$ cat src/rtl/uart_rx_cfg.sv
// Configurable UART receiver: 16x oversampling with 3-sample majority vote,
// optional parity, 1 or 2 stop bits, and a first-word fall-through receive FIFO.
module uart_rx_cfg #(
   parameter int SYS_CLOCK     = 50000000,
   parameter int UART_BAUDRATE = 115200,
   parameter int DATA_BITS     = 8,
   parameter int PARITY        = 0,
   parameter int STOP_BITS     = 1,
   parameter int FIFO_DEPTH    = 8
) (
   input  logic                          i_SysClock,
   input  logic                          i_Reset,
   input  logic                          i_RxSerial,
   output logic [DATA_BITS-1:0]          o_RxData,
   output logic                          o_RxValid,
   input  logic                          i_RxReady,
   output logic                          o_ParityErr,
   output logic                          o_FrameErr,
   output logic                          o_Overrun,
   output logic [$clog2(FIFO_DEPTH):0]   o_Level,
   output logic                          o_Busy
);

   localparam int   OVS_DIV = SYS_CLOCK / (UART_BAUDRATE * 16);
   localparam int   DIV_W   = (OVS_DIV > 1) ? $clog2(OVS_DIV) : 1;
   localparam int   AW      = $clog2(FIFO_DEPTH);
   localparam int   LVL_W   = AW + 1;
   localparam int   WORD_W  = DATA_BITS + 2;
   localparam logic ODD_PAR = (PARITY == 1);

   typedef enum logic [2:0] {
      ST_IDLE,
      ST_START,
      ST_DATA,
      ST_PARITY,
      ST_STOP
   } state_e;

   logic                 rx_meta_q, rx_sync_q;
   logic [DIV_W-1:0]     div_cnt_q, div_cnt_d;
   logic                 tick;

   state_e               state_q;
   logic [3:0]           tick_cnt_q;
   logic [3:0]           bit_cnt_q;
   logic                 s7_q, s8_q;
   logic                 maj;
   logic [DATA_BITS-1:0] shift_q;
   logic                 perr_q, ferr_q;
   logic                 push_q;
   logic [WORD_W-1:0]    push_word_q;

   logic [WORD_W-1:0]    mem_q [FIFO_DEPTH];
   logic [AW-1:0]        wr_ptr_q, rd_ptr_q;
   logic [LVL_W-1:0]     level_q;
   logic                 overrun_q;
   logic                 empty, full, pop, wr_en;
   logic [WORD_W-1:0]    head;

   // Synchroniser resets to the idle (high) line level so reset never looks like a start bit.
   always_ff @(posedge i_SysClock or posedge i_Reset) begin
      if (i_Reset) begin
         rx_meta_q <= 1'b1;
         rx_sync_q <= 1'b1;
      end else begin
         rx_meta_q <= i_RxSerial;
         rx_sync_q <= rx_meta_q;
      end
   end

   assign tick = (div_cnt_q == DIV_W'(OVS_DIV - 1));

   // NOTE: combinational blocks assign every output up front so no latch is inferred.
   always_comb begin
      div_cnt_d = div_cnt_q + DIV_W'(1);
      if (tick) div_cnt_d = '0;
   end

   // NOTE: sequential state uses non-blocking assignments so all flops update together.
   always_ff @(posedge i_SysClock or posedge i_Reset) begin
      if (i_Reset) div_cnt_q <= '0;
      else         div_cnt_q <= div_cnt_d;
   end

   assign maj = (s7_q & s8_q) | (s7_q & rx_sync_q) | (s8_q & rx_sync_q);

   always_ff @(posedge i_SysClock or posedge i_Reset) begin
      if (i_Reset) begin
         state_q     <= ST_IDLE;
         tick_cnt_q  <= '0;
         bit_cnt_q   <= '0;
         s7_q        <= 1'b1;
         s8_q        <= 1'b1;
         shift_q     <= '0;
         perr_q      <= 1'b0;
         ferr_q      <= 1'b0;
         push_q      <= 1'b0;
         push_word_q <= '0;
      end else begin
         push_q <= 1'b0;
         if (state_q == ST_IDLE) begin
            if (!rx_sync_q) begin
               state_q    <= ST_START;
               tick_cnt_q <= '0;
               bit_cnt_q  <= '0;
               perr_q     <= 1'b0;
               ferr_q     <= 1'b0;
            end
         end else if (tick) begin
            tick_cnt_q <= tick_cnt_q + 4'd1;
            if (tick_cnt_q == 4'd7) s7_q <= rx_sync_q;
            if (tick_cnt_q == 4'd8) s8_q <= rx_sync_q;
            // Bit decisions happen at tick 9 (third sample); bit boundaries at tick 15.
            case (state_q)
               ST_START: begin
                  if (tick_cnt_q == 4'd9 && maj) state_q <= ST_IDLE;
                  else if (tick_cnt_q == 4'd15)  state_q <= ST_DATA;
               end
               ST_DATA: begin
                  if (tick_cnt_q == 4'd9) shift_q <= {maj, shift_q[DATA_BITS-1:1]};
                  if (tick_cnt_q == 4'd15) begin
                     if (bit_cnt_q == 4'(DATA_BITS - 1)) begin
                        bit_cnt_q <= '0;
                        state_q   <= (PARITY != 0) ? ST_PARITY : ST_STOP;
                     end else begin
                        bit_cnt_q <= bit_cnt_q + 4'd1;
                     end
                  end
               end
               ST_PARITY: begin
                  if (tick_cnt_q == 4'd9)  perr_q  <= (^shift_q) ^ maj ^ ODD_PAR;
                  if (tick_cnt_q == 4'd15) state_q <= ST_STOP;
               end
               ST_STOP: begin
                  if (tick_cnt_q == 4'd9) begin
                     if (bit_cnt_q == 4'(STOP_BITS - 1)) begin
                        push_q      <= 1'b1;
                        push_word_q <= {ferr_q | ~maj, perr_q, shift_q};
                        state_q     <= ST_IDLE;
                     end else begin
                        ferr_q <= ferr_q | ~maj;
                     end
                  end
                  if (tick_cnt_q == 4'd15) bit_cnt_q <= bit_cnt_q + 4'd1;
               end
               default: state_q <= ST_IDLE;
            endcase
         end
      end
   end

   assign empty = (level_q == '0);
   assign full  = (level_q == LVL_W'(FIFO_DEPTH));
   assign pop   = !empty && i_RxReady;
   assign wr_en = push_q && (!full || pop);

   // NOTE: storage array carries no reset; validity is tracked by the pointers and level.
   always_ff @(posedge i_SysClock) begin
      if (wr_en) mem_q[wr_ptr_q] <= push_word_q;
   end

   always_ff @(posedge i_SysClock or posedge i_Reset) begin
      if (i_Reset) begin
         wr_ptr_q  <= '0;
         rd_ptr_q  <= '0;
         level_q   <= '0;
         overrun_q <= 1'b0;
      end else begin
         overrun_q <= push_q && full && !pop;
         if (wr_en) wr_ptr_q <= wr_ptr_q + AW'(1);
         if (pop)   rd_ptr_q <= rd_ptr_q + AW'(1);
         if (wr_en && !pop)      level_q <= level_q + LVL_W'(1);
         else if (pop && !wr_en) level_q <= level_q - LVL_W'(1);
      end
   end

   assign head        = mem_q[rd_ptr_q];
   assign o_RxValid   = !empty;
   assign o_RxData    = empty ? '0 : head[DATA_BITS-1:0];
   assign o_ParityErr = !empty && head[DATA_BITS];
   assign o_FrameErr  = !empty && head[DATA_BITS+1];
   assign o_Overrun   = overrun_q;
   assign o_Level     = level_q;
   assign o_Busy      = (state_q != ST_IDLE);

endmodule

$ cat config.mk
export PLATFORM = sky130hd
export DESIGN_NAME = uart_rx_cfg
export DESIGN_NICKNAME = d
export VERILOG_FILES = /design/src/rtl/uart_rx_cfg.sv
export SDC_FILE = /design/constraint.sdc
export NUM_CORES = 1
export LEC_CHECK = 0
export CORE_UTILIZATION = 30
export DETAILED_ROUTE_END_ITERATION = 16
export PLACE_DENSITY_LB_ADDON = 0.3
export RECOVER_POWER = 25
export SLEW_MARGIN = 0
export SYNTH_ARGS = -nofsm -noshare
export SYNTH_HDL_FRONTEND = slang
export SYNTH_SLANG_ARGS = --single-unit
$ cat constraint.sdc
create_clock -name i_SysClock -period 3.1 [get_ports i_SysClock]
set_input_delay 0.465 -clock i_SysClock [delete_from_list [all_inputs] [get_ports i_SysClock]]
set_output_delay 0.465 -clock i_SysClock [all_outputs]
set_load 0.02 [all_outputs]
# After elaboration in Yosys (flattened, before gate mapping)

Memories as Yosys holds them, arrays and structs flattened.
Index checks and enable logic that the tools add are counted.

Output and inout bits: 17
Flip-flop bits (word level): 52
Bits in writable memories: 80
Memories: 1
Input bits: 4

Memory list:

| memory | depth | bits a word | read ports | clocked after Yosys merged registers in | wr ports | RTL line | text |
|---|---|---|---|---|---|---|---|
| mem_q  | 8     | 10          | 1          | 0                                       | 1        | 53       | `logic [WORD_W-1:0] mem_q [FIFO_DEPTH];` |

Eq/ne operators: 20
Bitwise logic cells: 9
Muxes and demuxes: 41
Add/sub/neg operators: 7
Reduce and logical (&&, ||, !) cells: 34

Operator list:

| cell                                                                  | count |
|---|---|
| 4-bit two-way mux                                                     | 10 |
| 3-bit two-way mux                                                     | 10 |
| 3-bit inequality test, second input constant                          | 6 |
| 1-bit two-way mux                                                     | 17 |
| 4-bit equality test, second input constant                            | 4 |
| 5-bit AND reduction                                                   | 3 |
| 4-bit by 1-bit adder with 4-bit output, second input constant         | 3 |
| 3-bit one-hot mux with 4 select lines                                 | 1 |
| 2-bit nonzero test                                                    | 5 |
| 1-bit logical AND                                                     | 9 |
| 4-bit by 3-bit equality test with 1-bit output, second input constant | 2 |
| 4-bit zero test                                                       | 2 |
| 8-bit two-way mux                                                     | 1 |
| 4-bit one-hot mux with 2 select lines                                 | 1 |
| 4-bit AND reduction                                                   | 2 |
| 8-bit AND reduction                                                   | 1 |
| 8-bit parity                                                          | 1 |
| 3-bit by 1-bit adder with 3-bit output, second input constant         | 2 |
| 3-bit by 2-bit equality test with 1-bit output, second input constant | 2 |
| 3-bit AND reduction                                                   | 2 |
| 3-bit nonzero test                                                    | 2 |
| 5-bit by 1-bit adder with 5-bit output, second input constant         | 1 |
| 5-bit equality test, second input constant                            | 1 |
| 5-bit two-way mux                                                     | 1 |
| other kinds (13)                                                      | 22 |

# Longest topological paths before layout

Gate-level depths: netlist (run 1).

Word-level depth: 10
Depth in mapped cells: 12
Mapped depth without buffers: 12

# Worst setup path before layout (run 1)

No wires, ideal clock.

Path kind: flip-flop to flip-flop
Start point: register level_q[2] (netlist: o_Level[2])
End point: register level_q[3] (netlist: o_Level[3])
Arrival time: 2.327 ns
Setup slack: 0.641 ns
Path buffers: 0
Required time: 2.968 ns
Library setup time: 0.132 ns
Stages on the path, launching flop included: 12
Path through: dfrtp_1 nor4_1 inv_1 nand2_1 ha_1 inv_1 ha_1 a21o_1 a21oi_1 xnor2_1 nor2_1 xor2_1

Cells in the longest elaborated chain, start to end: 8

RTL lines:

| what                                | RTL line | text |
|---|---|---|
| start: declaration                  | 55       | `logic [LVL_W-1:0] level_q;` |
| start signal: assignment            | 172      | `if (wr_en && !pop) level_q <= level_q + LVL_W'(1);` |
| start signal: assignment            | 173      | `else if (pop && !wr_en) level_q <= level_q - LVL_W'(1);` |
| 4-bit zero test *                   | 152      | `assign empty = (level_q == '0);` |
| 1-bit zero test *                   | -        |  |
| via o_RxValid                       | 15       | `output logic o_RxValid,` |
| 1-bit logical AND *                 | 154      | `assign pop = !empty && i_RxReady;` |
| 1-bit logical OR                    | 155      | `assign wr_en = push_q && (!full \|\| pop);` |
| 1-bit logical AND                   | 155      |  |
| 1-bit zero test                     | 173      |  |
| 1-bit logical AND                   | 173      |  |
| 2-bit nonzero test (no source line) | -        |  |

Mark *: on every way through the listed nets, which the timed path passes. The rest lies on a longest branch. The select of a mux whose other input is x is not followed.
A chain may end at the register's enable or synchronous reset.

# Worst setup path after layout (run 1)

Start point: register rd_ptr_q[0]
End point: output port o_RxData[7]

Cells in the longest elaborated chain, start to end: 2

RTL lines:

| what                     | RTL line | text |
|---|---|---|
| start: declaration       | 54       | `logic [AW-1:0] wr_ptr_q, rd_ptr_q;` |
| start signal: assignment | 171      | `if (pop) rd_ptr_q <= rd_ptr_q + AW'(1);` |
| memory 8 x 10 bit        | -        |  |
| 8-bit two-way mux        | 179      | `assign o_RxData = empty ? '0 : head[DATA_BITS-1:0];` |
| end: declaration         | 14       | `output logic [DATA_BITS-1:0] o_RxData,` |

Every way passes these cells.

==> results of run 1 <==
==> how the worst min path moves through the flow <==
stage | from | end | slack, ps | cells after the start
after floorplan | rx_meta_q | rx_sync_q | 350 | 0
after global placement | rx_meta_q | rx_sync_q | 350 | 0
after detailed placement | rx_meta_q | rx_sync_q | 350 | 0
after CTS | rx_meta_q | rx_sync_q | 360 | 0
after global routing | rx_meta_q | rx_sync_q | 360 | 0
final | rx_meta_q | rx_sync_q | 360 | 0
==> stage by stage <==
step / area [µm²] / instances / utilization / power [mW]
after global placement: 6160 / 617 / 0.340 / 1.91
after CTS: 6830 / 649 / 0.376 / 4.19
after detailed placement: 6160 / 617 / 0.340 / 1.91
after global routing: 6830 / 649 / 0.376 / 4.28
after floorplan: 5590 / 363 / - / 1.90
final: 6830 / 649 / 0.376 / 4.14
==> final cells by class <==
cell class | count | share of cell area
clock buffers | 17 | 0.0623
multi-input cells | 207 | 0.262
flip-flops and latches | 132 | 0.543
inverters | 14 | 0.00770
clock inverters | 15 | 0.0350
repair buffers | 35 | 0.0477
well taps | 229 | 0.0420
==> critical path: stages, from the launching register on <==
cell,delay (ps)
dfrtp_1,370
buf_12,210
mux4_2,520
mux2i_1,210
nor2_1,60
clkdlybuf4s50_1,540
==> state kept, by name (all words and copies together) (netlist names), 4 cells and up <==
register	cells
mem_q	80
push_word_q	10
shift_q	8
div_cnt_q	5
bit_cnt_q	4
o_Level	4
tick_cnt_q	4
==> kinds of logic (layout without fill, tap and decap cells) <==
| group | after synthesis | in the layout | synth area share |
|---|---|---|---|
| adder cells (fa/ha/maj) | 14 | 14 | 0.0322 |
| multiplexers | 51 | 51 | 0.141 |
| buffers and inverters | 24 | 81 | 0.0183 |
| AO/OA/AOI/OAI | 27 | 27 | 0.0309 |
| XOR/XNOR | 18 | 18 | 0.0282 |
| AND/OR/NAND/NOR | 97 | 97 | 0.0868 |
| flip-flops | 132 | 132 | 0.663 |
==> metal layers <==
layer  vias up  global-route usage  share of wire
li1       1447                   -              -
met1      1554               0.151           0.46
met2        47               0.193           0.49
met3        20              0.0373          0.031
met4         0              0.0603          0.018
met5         -                   0              0
==> synth_stat cells (2+ instances only) <==
library cell / count
a21o_1: 2
a21oi_1: 2
buf_2: 4
clkbuf_1: 4
dfrtp_1: 48
dfstp_2: 4
edfxtp_1: 80
ha_1: 12
inv_1: 13
mux2_2: 21
mux2i_1: 10
mux4_2: 20
nand2_1: 24
nand2b_1: 6
nand3_1: 10
nand3b_1: 4
nand4b_1: 3
nor2_1: 32
nor3_1: 7
o21ai_0: 16
xnor2_1: 14
xor2_1: 4
==> power by group <==
part / internal [mW] / switching, mW / leakage, nW
Combinational: 0.00535 / 0.0149 / 0.798
Clock: 1.45 / 0.811 / 0.327
Sequential: 1.85 / 0.00161 / 1.62
Total: 3.31 / 0.827 / 2.74
==> metrics, run 1 <==
Initial Util 0.308; Yosys top cell area share 0.429; CTS Hold Bufs 0; number of global-route vias before repair 3206; GRT Total Usage 0.122; crit path DAT 2340 ps; Most used DFF post-synth edfxtp_1; CTS root buf clkbuf_16; Seq/Total Area, Yosys 0.663; ant diodes 0; register area 3710 µm²; cell count after synthesis 363; pre-CTS setup slack 333 ps; TritonCTS Sinks 132; mean area per synthesized cell 15.4 µm²; Crit Path Class register to primary output; setup slack, reg-to-reg 640 ps; EDFF count, synth 80; synth-to-layout area growth 22.0%; final setup violation count 0; multi-input logic area 1790 µm²; CP Capture Type primary output; Routed WL per cell 16.0 µm; critical-path maximum fanout 22; Final Max Slew Viols 0; crit path time final 2810 ps; CTS resizes 0; failing checks design-rule violations; layout cells sized above 1 0.238; Initial DRC Count 161; synth top area cells edfxtp_1, dfrtp_1, mux4_2, mux2_2, ha_1; worst-skew pair later-pin latency 420 ps; core area 18100 µm²; Setup WS post-layout 291 ps; post-DP HPWL 6660 µm; Tcrit/Tclk final 0.906; Min-Delay Path Class register to register; Routability Congestion 0.729; status complete, but fails checks; cell accounting for the most synthesized area edfxtp_1; commonest non-fill, non-tap cell in the layout edfxtp_1; I/O Buffers 20; setup TNS 0 ps; CTS H-tree lvls 4; PwrDens 606 nW/µm²; CTS Buffer Depth 2; initial antenna violation count 0; Via density 4.73; DRC errors left 6; Final ANT Viol Nets 0; Post-Route WL 10400 µm; max cap viols 0; synthesized area 5590 µm²; FP Rows 49; first-pass GRT wire length 17400 µm; hold slack 356 ps; total grt overflow 0; Reg clk slew, reported paths 60 ps; Post-CTS Setup Repair Bufs 0; CTS tree built; highest-count cells in the layout ignoring fill and taps edfxtp_1, dfrtp_1, nor2_1; Yosys reg bits 132; slew margin rel. 0.590; die area 19200 µm²; share of flip-flops with an asynchronous set or reset 0.394; Filler cells 1714; launch point of the worst reg-to-reg path o_Level[0]; Pleak 2.74 nW; Slew @ Worst Pin 613 ps; largest net degree at the start of global routing 29; Synthesized Nets 380; Worst VDD drop 401 µV; R2R depth 11; startpoint types register; Max Freq 356 MHz; final hold viol count 0; DR pass1 iterations 10; Ports 21; Critical Path RT 2630 ps; Die X-Extent 139 µm; clk_skew 8.99 ps; TritonCTS Buffers 17; Worst setup endpoint o_RxData[7]; RSZ-0062 raised after global routing false; Worst R2R End o_Level[3]; die height 139 µm; CP startpoint rd_ptr_q[0]; Vias 3068; Yosys cell types 45; yosys warns 0; nets@finish 424
Power figures use the tool's default switching activity.
==> inputs of run 2 (changes only) <==
- CORE_UTILIZATION: 30 -> 50
==> metrics, run 2 (synthesized netlist as in run 1, its figures left out) <==
Initial Util 0.514 (was 0.308); Reg clk slew, reported paths 60 ps (about the same); Post-CTS Setup Repair Bufs 0 (unchanged); TritonCTS Buffers 17 (unchanged); multi-input logic area 1790 µm² (unchanged); Largest Register mem_q (unchanged); max cap viols 0 (unchanged); Crit path buffers/inverters 2 (unchanged); post-DP HPWL 6080 µm (was 6660 µm); highest-count cells in the layout ignoring fill and taps edfxtp_1, dfrtp_1, nor2_1 (unchanged); die area 11600 µm² (was 19200 µm²); Ports 21 (unchanged); CP cell instances buf_12 > mux4_2 > mux2i_1 > nor2_1 > clkdlybuf4s50_1 (unchanged); CTS root buf clkbuf_8 (was clkbuf_16); FP Rows 38 (was 49); worst-skew pair later-pin latency 510 ps (was 420 ps); DR pass1 iterations 4 (was 10); CP max stage cell clkdlybuf4s50_1 (unchanged); CTS Hold Bufs 0 (unchanged); Max Freq 346 MHz (was 356 MHz); critical-path maximum fanout 22 (unchanged); final hold viol count 0 (unchanged); Final Max Slew Viols 0 (unchanged); number of global-route vias before repair 3126 (was 3206); first-pass GRT wire length 15600 µm (was 17400 µm); GRT Total Usage 0.185 (was 0.122); setup TNS 0 ps (unchanged); max reg flops 80 (unchanged); Routed WL per cell 16.7 µm (was 16.0 µm); register area 3710 µm² (unchanged); Min-Delay Path Class register to register (unchanged); PwrDens 551 nW/µm² (was 606 nW/µm²); I/O Buffers 20 (unchanged); crit path time final 2890 ps (was 2810 ps); final setup violation count 0 (unchanged); RSZ-0062 raised after global routing false (unchanged); Post-DP Area 6040 µm² (was 6160 µm²); Vias 3040 (was 3068); Crit Path Class register to primary output (unchanged); CTS tree built (unchanged); CTS H-tree lvls 4 (unchanged); Worst VDD drop 313 µV (was 401 µV); Filler cells 816 (was 1714); Via density 5.45 (was 4.73); layout cells sized above 1 0.227 (was 0.238); TritonCTS Sinks 132 (unchanged); post-route cell area 6570 µm² (was 6830 µm²); ant diodes 0 (unchanged); Critical Path RT 2630 ps (about the same); slew margin rel. 0.285 (was 0.590); max incr delay on CP 530 ps (was 540 ps); crit path DAT 2430 ps (was 2340 ps); Initial DRC Count 111 (was 161); Non-Filler Instances 558 (was 649); largest net degree at the start of global routing 29 (unchanged); clk_skew 8.49 ps (was 8.99 ps); Pleak 2.67 nW (was 2.74 nW); DRC errors left 0 (was 6); biggest regs mem_q: 80 flops, push_word_q: 10 flops, shift_q: 8 flops (unchanged); Tcrit/Tclk final 0.933 (was 0.906); total grt overflow 0 (unchanged); startpoint types register (unchanged); CTS resizes 0 (unchanged); initial antenna violation count 0 (unchanged); CP Capture Type primary output (unchanged); status completed (was complete, but fails checks); Routability Congestion 0.792 (was 0.729); Final ANT Viol Nets 0 (unchanged); Slew @ Worst Pin 1070 ps (was 613 ps); CTS Buffer Depth 2 (unchanged); commonest non-fill, non-tap cell in the layout edfxtp_1 (unchanged); Post-Route WL 9330 µm (was 10400 µm); dpl cells 527 (was 617); Die X-Extent 108 µm (was 139 µm); die height 108 µm (was 139 µm); core area 10900 µm² (was 18100 µm²); synth-to-layout area growth 17.5% (was 22.0%); nets@finish 423 (was 424); CP delay by family, top buffers and inverters (unchanged)
==> run 2: changes by cell type in the layout (fill, tap and decap cells not counted), moves of 2 or more <==
cell        change
inv_6           -6
bufinv_16       -4
clkinv_4        +4
clkinv_2        +3
clkinv_1        +2
clkinvlp_4      +2
inv_8           -2
==> run 2: final timing paths <==
path | startpoint | end | slack [ps] | cells past startpoint
setup / recovery | rd_ptr_q[0] | o_ParityErr | 210 | 5
min in group asynchronous | i_Reset | o_Level[0] | 670 | 2
max in group asynchronous | i_Reset | shift_q[4] | 1650 | 3
hold / removal | rx_meta_q | rx_sync_q | 360 | 0
setup reg to reg | o_Level[0] | o_Level[3] | 710 | 12
hold reg to reg | rx_meta_q | rx_sync_q | 360 | 0
==> run 2: power by group <==
part	total (mW)	switching, mW	internal, mW
clock network	1.75	0.700	1.05
logic	0.0195	0.0145	0.00505
registers	1.86	0.00126	1.85
total	3.62	0.716	2.91
==> run 2: worst register-to-register path, stage by stage (launching register included) <==
cell	delay (ps)
dfrtp_1	460
nor3_1	210
nand3b_1	130
nand2_1	120
inv_1	100
ha_1	230
inv_1	120
ha_1	240
a21o_1	170
a21oi_1	160
xnor2_1	130
nor2_1	60
xor2_1	140
==> run 2: per-stage QoR <==
step	utilization	worst slack, ps	power, mW	hold WS, ps
CTS	0.604	156	3.66	337
finish	0.604	209	3.62	357
global route	0.604	79.6	3.74	363
floorplan	-	641	1.90	345
detailed placement	0.555	397	1.91	350
global placement	0.555	433	1.91	349
==> run 2: routing by layer <==
metal	up-vias	track usage	wire [µm]
met5	-	0	0
met4	0	0.0793	146
met3	13	0.0490	336
met2	52	0.301	4690
met1	1544	0.232	4160
li1	1431	-	-
==> run 2: area by class of cell <==
type / count / share of cell area
Tap cell: 140 / 0.0266
Clock inverter: 14 / 0.0177
Sequential cell: 132 / 0.564
Inverter: 14 / 0.00799
Multi-Input combinational cell: 207 / 0.272
Clock buffer: 17 / 0.0630
Timing Repair Buffer: 34 / 0.0483
==> inputs of run 3 (changes only) <==
- CORE_ASPECT_RATIO: unset -> 0.6
- CORE_UTILIZATION: 50 -> 60
- SETUP_SLACK_MARGIN: unset -> 0.3
==> metrics, run 3 (synthesized netlist as in run 1, its figures left out) <==
crit path DAT 2230 ps (was 2430 ps); max reg flops 80 (unchanged); DR pass1 iterations 5 (was 4); CP cell instances buf_12 > mux4_2 > mux2i_1 > nor2_1 > clkdlybuf4s50_1 (unchanged); die height 76.8 µm (was 108 µm); Worst VDD drop 392 µV (was 313 µV); post-DP HPWL 7160 µm (was 6080 µm); nets@finish 423 (unchanged); Initial DRC Count 249 (was 111); CP max stage cell clkdlybuf4s50_1 (unchanged); layout cells sized above 1 0.232 (was 0.227); multi-input logic area 1790 µm² (unchanged); final hold viol count 0 (unchanged); Slew @ Worst Pin 674 ps (was 1070 ps); DRC errors left 0 (unchanged); post-route cell area 6590 µm² (was 6570 µm²); Initial Util 0.637 (was 0.514); Tcrit/Tclk final 0.870 (was 0.933); ant diodes 0 (unchanged); Die X-Extent 127 µm (was 108 µm); CP Capture Type primary output (unchanged); hold path depth 0 (unchanged); Critical Path RT 2630 ps (about the same); final setup violation count 0 (unchanged); PwrDens 568 nW/µm² (was 551 nW/µm²); Vias 3206 (was 3040); Via density 6.04 (was 5.45); Reg clk slew, reported paths 60 ps (about the same); Pleak 2.77 nW (was 2.67 nW); Post-DP Area 6000 µm² (was 6040 µm²); Final ANT Viol Nets 0 (unchanged); Max Freq 371 MHz (was 346 MHz); Ports 21 (unchanged); die area 9730 µm² (was 11600 µm²); status completed (unchanged); Crit Path Class register to primary output (unchanged); slew margin rel. 0.550 (was 0.285); total power 3.75 mW (was 3.62 mW); RSZ-0062 raised after global routing false (unchanged); critical-path maximum fanout 11 (was 22); largest net degree at the start of global routing 38 (was 29); startpoint types register (unchanged); CTS root buf clkbuf_16 (was clkbuf_8); worst-skew pair later-pin latency 420 ps (was 510 ps); max incr delay on CP 530 ps (about the same); TritonCTS Buffers 17 (unchanged); Filler cells 549 (was 816); TritonCTS Sinks 132 (unchanged); highest-count cells in the layout ignoring fill and taps edfxtp_1, dfrtp_1, nor2_1 (unchanged); Final Max Slew Viols 0 (unchanged); clk_skew 11.4 ps (was 8.49 ps); GRT Total Usage 0.258 (was 0.185); Min-Delay Path Class register to register (unchanged); initial antenna violation count 0 (unchanged); R2R depth 11 (was 12); synth-to-layout area growth 17.8% (was 17.5%); total grt overflow 0 (unchanged); number of global-route vias before repair 3256 (was 3126); crit path time final 2700 ps (was 2890 ps); register area 3710 µm² (about the same); CTS Buffer Depth 2 (unchanged); CTS H-tree lvls 4 (unchanged); first-pass GRT wire length 17700 µm (was 15600 µm); Post-Route WL 11100 µm (was 9330 µm); core area 8780 µm² (was 10900 µm²); Routed WL per cell 21.0 µm (was 16.7 µm); CTS tree built (unchanged); hold slack 363 ps (was 357 ps); commonest non-fill, non-tap cell in the layout edfxtp_1 (unchanged); setup TNS 0 ps (unchanged); biggest regs mem_q: 80 flops, push_word_q: 10 flops, shift_q: 8 flops (unchanged); FP Rows 26 (was 38); Routability Congestion 0.890 (was 0.792); max cap viols 0 (unchanged); I/O Buffers 20 (unchanged); Largest Register mem_q (unchanged)
run 3: report_power, final:
part	internal [mW]	total, mW	leakage (nW)	switching, mW
clock	1.11	1.87	0.261	0.764
sequential	1.85	1.85	1.62	0.00158
combinational	0.00420	0.0188	0.894	0.0146
total	2.97	3.75	2.77	0.780
run 3: final timing paths:
kind	from	end	slack (ps)
max	rd_ptr_q[0]	o_FrameErr	400
min	rx_meta_q	rx_sync_q	360
max reg2reg	o_Level[2]	o_Level[3]	570
min reg2reg	rx_meta_q	rx_sync_q	360
max in group asynchronous	i_Reset	rd_ptr_q[0]	1590
min in group asynchronous	i_Reset	bit_cnt_q[1]	570
run 3: worst max-delay path, delay by kind of cell (launching register included):
family | cells | cell delay, ps
DFF | 1 | 410
and+or+nand+nor | 1 | 60
muxes | 2 | 640
buffers and inverters | 2 | 700
run 3: what timing repair did:
action,4_1_cts,5_1_grt
hold buffers,0,0
gates resized for setup,4,5
gates cloned,0,1
buffers inserted,0,0
hold endpoints to repair,0,0
endpoints found under the setup margin,4,5
run 3: final cells by class:
cell class                      instances  share of cell area
Tap cell                              112              0.0213
Multi-Input combinational cell        207               0.271
Sequential cell                       132               0.563
Timing Repair Buffer                   34              0.0516
Clock buffer                           18              0.0651
Clock inverter                         14              0.0197
Inverter                               14             0.00797
run 3: metrics by stage:
stage	util	setup slack (ps)	cells
after CTS	0.746	300	530
after floorplan	-	641	363
after detailed placement	0.683	377	498
after global placement	0.683	417	498
final	0.750	403	531
after global routing	0.750	310	531
run 3: per-layer routing:
layer | wire (µm) | GRT usage | vias up
met3 | 808 | 0.0816 | 23
li1 | - | - | 1450
met4 | 163 | 0.112 | 0
met5 | 0 | 0 | -
met2 | 5350 | 0.385 | 115
met1 | 4810 | 0.355 | 1618
==> RTL change: new RTL, settings of run 3 <==
Change the parameter `UART_BAUDRATE` from 115200 to 460800.
--- a/src/rtl/uart_rx_cfg.sv
+++ b/src/rtl/uart_rx_cfg.sv
@@ -2,7 +2,7 @@
 // optional parity, 1 or 2 stop bits, and a first-word fall-through receive FIFO.
 module uart_rx_cfg #(
    parameter int SYS_CLOCK     = 50000000,
-   parameter int UART_BAUDRATE = 115200,
+   parameter int UART_BAUDRATE = 460800,
    parameter int DATA_BITS     = 8,
    parameter int PARITY        = 0,
    parameter int STOP_BITS     = 1,
Formal check against the unedited RTL: same outputs for any inputs over 10 cycles, from zero or initial values and one cycle with i_Reset high; that may be too few to reach the edited logic, so the function may still have changed.
==> RTL change against run 3 <==
Synthesized cell count shrank 4.4%; setup slack gained 0.10 ns; die area is the same; hold slack is essentially flat; final area grew 0.51%; largest cell class unchanged; power grew 3.9%; area after synthesis is the same; routed wire length shrank 0.41%; sequential cell count shrank 2; count of clock-buffer cells in the layout shrank 1.
==> RTL change: results (changes against run 3) <==
CLK BUF: 17 (-1)
Register area: 3660 µm² (-1.3%)
Switching part of the total: 20.18% (-0.64 points)
Clock share of power: 52.4% (+2.4 points)
Final GP Congestion: 0.9045 (+1.7%)
Register area share after synthesis: 65.40% (-0.89 points)
Pleak: 2.823 nW (+1.9%)
Share of power burned in registers: 47.0% (-2.5 points)
Post-placement setup slack: 0.3364 ns (-0.04031 ns)
GRT Resource Usage Total: 24.83% (-1.0 points)
Global-route wire length before repair: 17.10 mm (-3.4%)
Power per cell area: 587.6 nW/µm² (+3.4%)
Resized cells post-CTS: 3 (-1)
Final nets: 404 (-4.5%)
Post-synth top cells: 80 x edfxtp_1, 46 x dfrtp_1, 25 x nor2_1
Fin cells: 514 (-3.2%)
Layout cell share with drive strength beyond 1: 26.62% (+3.5 points)
Met1 GRT Util: 34.37% (-1.2 points)
Routed met1 length: 4.908 mm (+2.0%)
Synth Net Count: 362 (-4.7%)
Final non-clock buffer share: 5.156% (-0.0074 points)
Worst path max stage delay: 0.57 ns (+0.04 ns)
DP Wirelength: 6.512 mm (-9.0%)
Clock-cell share: 9.178% (+0.69 points)
Status: finished, final reports clean
Synth Register Bits: 130 (-1.5%)
Non-clock buffer instance count of the final layout: 33 (-2.9%)
Register fraction of the total cell area: 55.24% (-1.0 points)
Met2 WL: 5.278 mm (-1.3%)
Max FO, Critical Path: 10 (-1)
Synth top area cells: edfxtp_1 43%, dfrtp_1 21%, mux4_2 8.1%
Placed Cells: 481 (-3.4%)
Router iterations before antenna repair: 6 (+1)
Met2 Usage GRT: 37.96% (-0.55 points)
Vias in the first global route: 3,030 (-6.9%)
Syn avg cell area: 16.12 µm² (+4.6%)
# fillers: 504 (-8.2%)
Initial drt markers: 411 (+65%)
Wire per inst: 21.57 µm (+2.9%)
Fraction of area in multi-input gates: 27.52% (+0.37 points)
## RTL change: worst paths after layout
kind / from / endpoint / slack, ns / cells past startpoint
setup / recovery: state_q[1]$_DFFE_PP0P_ / o_Busy / 0.50 / 3
hold / removal: rx_meta_q$_DFF_PP1_ / rx_sync_q$_DFF_PP1_ / 0.36 / 0
setup reg to reg: o_Level[0]$_DFFE_PP0P_ / o_Level[3]$_DFFE_PP0P_ / 0.50 / 11
hold reg to reg: rx_meta_q$_DFF_PP1_ / rx_sync_q$_DFF_PP1_ / 0.36 / 0
max in group asynchronous: i_Reset / push_word_q[5]$_DFFE_PP0P_ / 2.11 / 3
min in group asynchronous: i_Reset / o_Level[1]$_DFFE_PP0P_ / 0.54 / 3
## RTL change: logic make-up after synthesis
logic type      count (synthesis)  share of synthesized area, %
mux                            54                         14.69
flops                         130                         65.40
buf+inv                        24                         2.125
simple gates                   83                         8.388
xor+xnor                       16                         2.505
compound gates                 28                         4.116
fa+ha+maj                      12                         2.773
